`src/rtl/stopwatch_bcd_multi_if.sv`:
```
// stopwatch_bcd_multi_if: control inputs and display/status outputs of the BCD stopwatch
interface stopwatch_bcd_multi_if #(parameter int NUM_DIGITS = 4);
    logic                    start_stop;
    logic                    lap;
    logic                    dir;
    logic                    load;
    logic [4*NUM_DIGITS-1:0] load_value;
    logic [4*NUM_DIGITS-1:0] bcd;
    logic [7*NUM_DIGITS-1:0] seg;
    logic                    running;
    logic                    lapped;
    logic                    done;
    logic                    wrap;
    modport master (output start_stop, lap, dir, load, load_value,
                    input  bcd, seg, running, lapped, done, wrap);
    modport slave  (input  start_stop, lap, dir, load, load_value,
                    output bcd, seg, running, lapped, done, wrap);
endinterface

```
`src/rtl/stopwatch_bcd_multi.sv`:
```
// stopwatch_bcd_multi: N-digit BCD up/down stopwatch with prescaler, preset load and lap freeze
module stopwatch_bcd_multi #(
    parameter int NUM_DIGITS = 4,
    parameter int TICK_DIV   = 1000000
) (
    input logic clk,
    input logic reset,
    stopwatch_bcd_multi_if.slave sw
);
    localparam int W  = 4 * NUM_DIGITS;
    localparam int PW = TICK_DIV > 1 ? $clog2(TICK_DIV) : 1;
    typedef enum logic [1:0] {IDLE, RUN, LAP, LAP_STOP} state_t;
    state_t                  state;
    logic [W-1:0]            count, snapshot, inc_v, dec_v, ld_v;
    logic [PW-1:0]           presc;
    logic                    ss_q, lap_q, done_r, wrap_r;
    logic                    cy, bw, all9, active, tick, term, ss_edge, lap_edge, count_one;
    logic [7*NUM_DIGITS-1:0] seg_v;
    function automatic logic [6:0] seg7(input logic [3:0] d);
        case (d)
            4'd0: seg7 = 7'b0111111;
            4'd1: seg7 = 7'b0000110;
            4'd2: seg7 = 7'b1011011;
            4'd3: seg7 = 7'b1001111;
            4'd4: seg7 = 7'b1100110;
            4'd5: seg7 = 7'b1101101;
            4'd6: seg7 = 7'b1111101;
            4'd7: seg7 = 7'b0000111;
            4'd8: seg7 = 7'b1111111;
            4'd9: seg7 = 7'b1101111;
            default: seg7 = 7'b0000000;
        endcase
    endfunction
    assign ss_edge   = sw.start_stop & ~ss_q;
    assign lap_edge  = sw.lap & ~lap_q;
    assign active    = (state == RUN) || (state == LAP);
    assign tick      = active && (presc == PW'(TICK_DIV - 1));
    assign count_one = (count == W'(1));
    assign term      = tick && sw.dir && count_one;
    // Ripple carry/borrow across digits; the final carry flags the all-9s wrap.
    always_comb begin
        cy    = 1'b1;
        bw    = 1'b1;
        inc_v = '0;
        dec_v = '0;
        ld_v  = '0;
        for (int i = 0; i < NUM_DIGITS; i++) begin
            inc_v[4*i+:4] = cy ? (count[4*i+:4] == 4'd9 ? 4'd0 : count[4*i+:4] + 4'd1) : count[4*i+:4];
            dec_v[4*i+:4] = bw ? (count[4*i+:4] == 4'd0 ? 4'd9 : count[4*i+:4] - 4'd1) : count[4*i+:4];
            ld_v[4*i+:4]  = sw.load_value[4*i+:4] > 4'd9 ? 4'd9 : sw.load_value[4*i+:4];
            cy = cy & (count[4*i+:4] == 4'd9);
            bw = bw & (count[4*i+:4] == 4'd0);
        end
        all9 = cy;
    end
    always_ff @(posedge clk) begin
        if (!reset) begin
            state    <= IDLE;
            count    <= '0;
            snapshot <= '0;
            presc    <= '0;
            ss_q     <= 1'b1;
            lap_q    <= 1'b1;
            done_r   <= 1'b0;
            wrap_r   <= 1'b0;
        end else begin
            ss_q   <= sw.start_stop;
            lap_q  <= sw.lap;
            done_r <= term;
            wrap_r <= tick && !sw.dir && all9;
            if (active) presc <= tick ? '0 : presc + PW'(1);
            if (tick && !sw.dir) count <= inc_v;
            if (tick && sw.dir && count != '0) count <= dec_v;
            case (state)
                IDLE:
                    if (ss_edge) state <= (sw.dir && count == '0) ? IDLE : RUN;
                    else if (sw.load) begin
                        count <= ld_v;
                        presc <= '0;
                    end
                RUN:
                    if (ss_edge || term) state <= IDLE;
                    else if (lap_edge) begin
                        state    <= LAP;
                        snapshot <= count;
                    end
                LAP:      state <= (ss_edge || term) ? LAP_STOP : lap_edge ? RUN : LAP;
                LAP_STOP: state <= ss_edge ? LAP : lap_edge ? IDLE : LAP_STOP;
                default:  state <= IDLE;
            endcase
        end
    end
    assign sw.bcd = (state == LAP || state == LAP_STOP) ? snapshot : count;
    always_comb begin
        seg_v = '0;
        for (int i = 0; i < NUM_DIGITS; i++) seg_v[7*i+:7] = seg7(sw.bcd[4*i+:4]);
    end
    assign sw.seg     = seg_v;
    assign sw.running = active;
    assign sw.lapped  = (state == LAP) || (state == LAP_STOP);
    assign sw.done    = done_r;
    assign sw.wrap    = wrap_r;
endmodule

```
`src/flat_wrapper.sv`:
```
// flat-port wrapper written by rule: the top's interface ports become plain ports
module stopwatch_bcd_multi_flat 
#(
    parameter int NUM_DIGITS = 4,
    parameter int TICK_DIV   = 1000000
)
  (clk, reset, sw_start_stop, sw_lap, sw_dir, sw_load, sw_load_value, sw_bcd, sw_seg, sw_running, sw_lapped, sw_done, sw_wrap);
  stopwatch_bcd_multi_if #(.NUM_DIGITS(NUM_DIGITS)) sw_i ();
  input logic clk;
  input logic reset;
  input wire logic [$bits(sw_i.start_stop)-1:0] sw_start_stop;
  input wire logic [$bits(sw_i.lap)-1:0] sw_lap;
  input wire logic [$bits(sw_i.dir)-1:0] sw_dir;
  input wire logic [$bits(sw_i.load)-1:0] sw_load;
  input wire logic [$bits(sw_i.load_value)-1:0] sw_load_value;
  output wire logic [$bits(sw_i.bcd)-1:0] sw_bcd;
  output wire logic [$bits(sw_i.seg)-1:0] sw_seg;
  output wire logic [$bits(sw_i.running)-1:0] sw_running;
  output wire logic [$bits(sw_i.lapped)-1:0] sw_lapped;
  output wire logic [$bits(sw_i.done)-1:0] sw_done;
  output wire logic [$bits(sw_i.wrap)-1:0] sw_wrap;
  assign sw_i.start_stop = sw_start_stop;
  assign sw_i.lap = sw_lap;
  assign sw_i.dir = sw_dir;
  assign sw_i.load = sw_load;
  assign sw_i.load_value = sw_load_value;
  assign sw_bcd = sw_i.bcd;
  assign sw_seg = sw_i.seg;
  assign sw_running = sw_i.running;
  assign sw_lapped = sw_i.lapped;
  assign sw_done = sw_i.done;
  assign sw_wrap = sw_i.wrap;
  stopwatch_bcd_multi #(.NUM_DIGITS(NUM_DIGITS), .TICK_DIV(TICK_DIV)) u_core (.clk(clk), .reset(reset), .sw(sw_i));
endmodule
```
`config.mk`:
```
export PLATFORM = sky130hd
export DESIGN_NAME = stopwatch_bcd_multi_flat
export DESIGN_NICKNAME = d
export VERILOG_FILES = /design/src/rtl/stopwatch_bcd_multi_if.sv /design/src/rtl/stopwatch_bcd_multi.sv /design/src/flat_wrapper.sv
export SDC_FILE = /design/constraint.sdc
export NUM_CORES = 1
export LEC_CHECK = 0
export ABC_AREA = 1
export ABC_CLOCK_PERIOD_IN_PS = 3000
export BUFFER_PORTS_ARGS = -buffer_cell sky130_fd_sc_hd__buf_2
export CORE_ASPECT_RATIO = 0.75
export CORE_MARGIN = 2
export CORE_UTILIZATION = 45
export CTS_BUF_LIST = sky130_fd_sc_hd__clkbuf_16
export CTS_CLUSTER_SIZE = 20
export DETAILED_ROUTE_END_ITERATION = 16
export PLACE_DENSITY = 0.65
export SKIP_LAST_GASP = 1
export SYNTH_ARGS = -nofsm -noshare
export SYNTH_HDL_FRONTEND = slang
export SYNTH_SLANG_ARGS = --single-unit
export TNS_END_PERCENT = 10
```
`constraint.sdc`:
```
create_clock -name clk -period 3 [get_ports clk]
set_input_delay 0.15 -clock clk [delete_from_list [all_inputs] [get_ports clk]]
set_output_delay 0.15 -clock clk [all_outputs]
set_load 0.1 [all_outputs]
```
==> metrics.txt <==
Tcrit/Tclk final 92.3%; total clock buffers created by CTS 9; number of DRC markers in iteration 0 369; fin cells ~930; Initial Util between 40% and 50%; post-route minimum period 2.77 ns; placer congestion estimate 0.941; Flop pwr share ~22%; Worst EP arrival 2.62 ns; worst-margin pin slew 0.655 ns; Post-synth EDFFs 0; top-count cell post-synth nand2_1; average wire per standard cell 13.5 microns; Slew Limit Fails 0; sequential area share after synthesis 25.0%; VDD IR max 0.283 mV; FFs w/ async S/R, synth 0%; total gr overflow 0; Synthesized Nets between 700 and 800; Sequential cell area around 1200 sq um; Crit. End Element primary output; RSZ-0062 raised after global routing false; largest net degree at the start of global routing 35; Worst setup SP type flip-flop; area of the multi-input gates 3060 sq um; Synth Warn # 0; GR peak layer met2; vias in the first global route 4,408; switch share 49.5%; Req. time, crit path 2.85 ns; met3 usage roughly 4.4%; initial antenna violation count 0; synthesized instance count 729; Yosys top cell area share 25.0%; clock power share a little over a quarter; # diodes 0; Distinct cells, synth 47; Max Cap Viol 0; nets 845; Worst Path Class, Setup flip-flop to primary output; HPWL after DPL 9.64 mm; TNS Setup 0 ns; combinational group share of total power 50.5%; cell internal pwr 0.00198 W; Avg Inst Size Synth 6.38 sq um; met1 usage 34.1%; Post CTS Setup Buffer Count 0; Routed WL about 13 mm; TritonCTS clock tree yes; post-route ant nets 0; layout cell share with drive strength beyond 1 18.1%; Clock Latency Late Sink 0.33 ns; Die Width between 100 and 150 microns; clk slew on worst S/H paths around 0.050 ns; vias 4,894; Area Overhead vs Synth 21.4%; Pleak roughly 2.5 nW; status finished, final reports clean; CTS Buffer Depth 2; M2 GR Usage a little over a third; first-pass iteration count of the detailed router 6; H-tree Lvls 3; clock sinks 58; top_reg_cell synth dfxtp_1; die area 11,200 sq um; row count 32; skew final roughly 0.0055 ns; CP max FO 32; Buffers on Ports roughly 70; placed cell count 918; Hold Violations, Final 0; Synth Cell Area 4650 sq um; setup violators final 0; chip height 92.1 microns; max_slew headroom 56.1%; Yosys reg bits 58; fmax around 0.36 GHz; GRT Util Overall 23.4%; Worst Hold Class input port to flip-flop; post-synth top area cell dfxtp_1; Fillers 1,008; commonest cells in the netlist 146 x nand2_1, 103 x inv_1, 82 x o21ai_0, 81 x nor2_1, 58 x dfxtp_1; Via density between 5 and 6; IO Count 70; clk root buf clkbuf_16; Synth area leaders dfxtp_1 25%, nand2_1 12%, o21ai_0 8.8%; Core Region 10,200 sq um; drc violations 0; Psw 0.00195 W; Power Density 696 nW/um^2; global-route wire length before repair roughly 21 mm
[power groups by stage]
stage | Combinational (W) | Sequential [W] | Clock (W)
5_1_grt | 0.00211 | 0.000887 | 0.00112
4_1_cts | 0.00199 | 0.000878 | 0.00108
3_5_place_dp | 0.00198 | 0.000894 | 0
2_1_floorplan | 0.00159 | 0.000855 | 0
3_3_place_gp | 0.00196 | 0.000891 | 0
6_report | 0.00198 | 0.000880 | 0.00107
[layout by cell type, fill, tap and decap left out, types with 4 or more instances in the layout]
cell	count
nand4_1	11
o21ai_1	6
o21ai_2	4
xor2_1	10
buf_12	11
nor3_1	9
nand2_2	4
nor2_1	81
nor2_2	5
o21ai_0	78
a31oi_2	10
clkbuf_16	9
nand3_1	37
nand2_1	146
ha_1	30
buf_2	58
inv_1	105
inv_2	4
buf_4	5
nand3_2	4
dfxtp_1	58
a21oi_1	54
or2_2	9
[worst max-delay path: stages (launching register included)]
cell	delay [ns]
dfxtp_1	0.31
buf_4	0.23
o21ai_0	0.53
inv_1	0.17
ha_1	0.24
a21oi_1	0.17
o21ai_0	0.13
nand2_1	0.07
buf_2	0.42
[layout make-up]
type	instances	area share, %
clock buffer	9	3.99
tap	136	3.01
inverter	108	7.18
multi-input combinational	542	54.2
sequential	58	20.6
clock inverter	6	1.33
timing repair buffer	74	9.71
[state kept, by name, summed over array words and instances (netlist names)]
name,flops
u_core.ss_q,1
u_core.presc,20
u_core.snapshot,16
u_core.sw.wrap,1
u_core.state,2
u_core.sw.done,1
u_core.count,16
u_core.lap_q,1
[timing repair]
item,in CTS,in global routing
gates resized for setup,0,1
hold buffers,0,0
setup endpoints to repair,0,3
[kinds of logic after synthesis]
logic type | Yosys count | synth area share [%]
xor gates and xnor gates | 11 | 2.07
adders and majority gates | 30 | 8.07
buffers and inverters | 129 | 11.1
and+or+nand+nor | 329 | 33.7
AOI/OAI and AO/OA | 172 | 20.1
DFF | 58 | 25.0
[metrics by stage]
step	power (W)	setup slack [ns]	cell area, sq um	hold slack, ns	util (%)
after global placement	0.00285	0.639	5350	0.333	52.6
after CTS	0.00395	0.144	5650	0.000812	55.5
after detailed placement	0.00288	0.509	5350	0.345	52.6
after floorplan	0.00245	-0.658	4740	0.246	-
final	0.00393	0.230	5650	0.00131	55.5
after global routing	0.00411	0.0157	5650	0.0252	55.5
[per-layer routing]
metal / up-vias / share of wire (%)
met1: 2215 / 50
li1: 2511 / -
met3: 14 / 6.7
met4: 0 / 1.2
met2: 154 / 42
met5: - / 0
[path summary, 6_finish.rpt]
check | start | endpoint | slack, ns | depth (start not counted)
worst min register to register | u_core.snapshot[3]$_SDFFE_PN0P_ | u_core.snapshot[3]$_SDFFE_PN0P_ | 0.44 | 2
worst min-delay path | sw_start_stop | u_core.ss_q$_SDFF_PN1_ | 0.001 | 3
worst max-delay path | u_core.state[1]$_SDFFE_PN0P_ | sw_seg[19] | 0.23 | 8
worst max register to register | u_core.state[0]$_SDFFE_PN0P_ | u_core.presc[18]$_SDFF_PN0_ | 0.66 | 13
No activity file was read; power rests on OpenSTA's default activity.
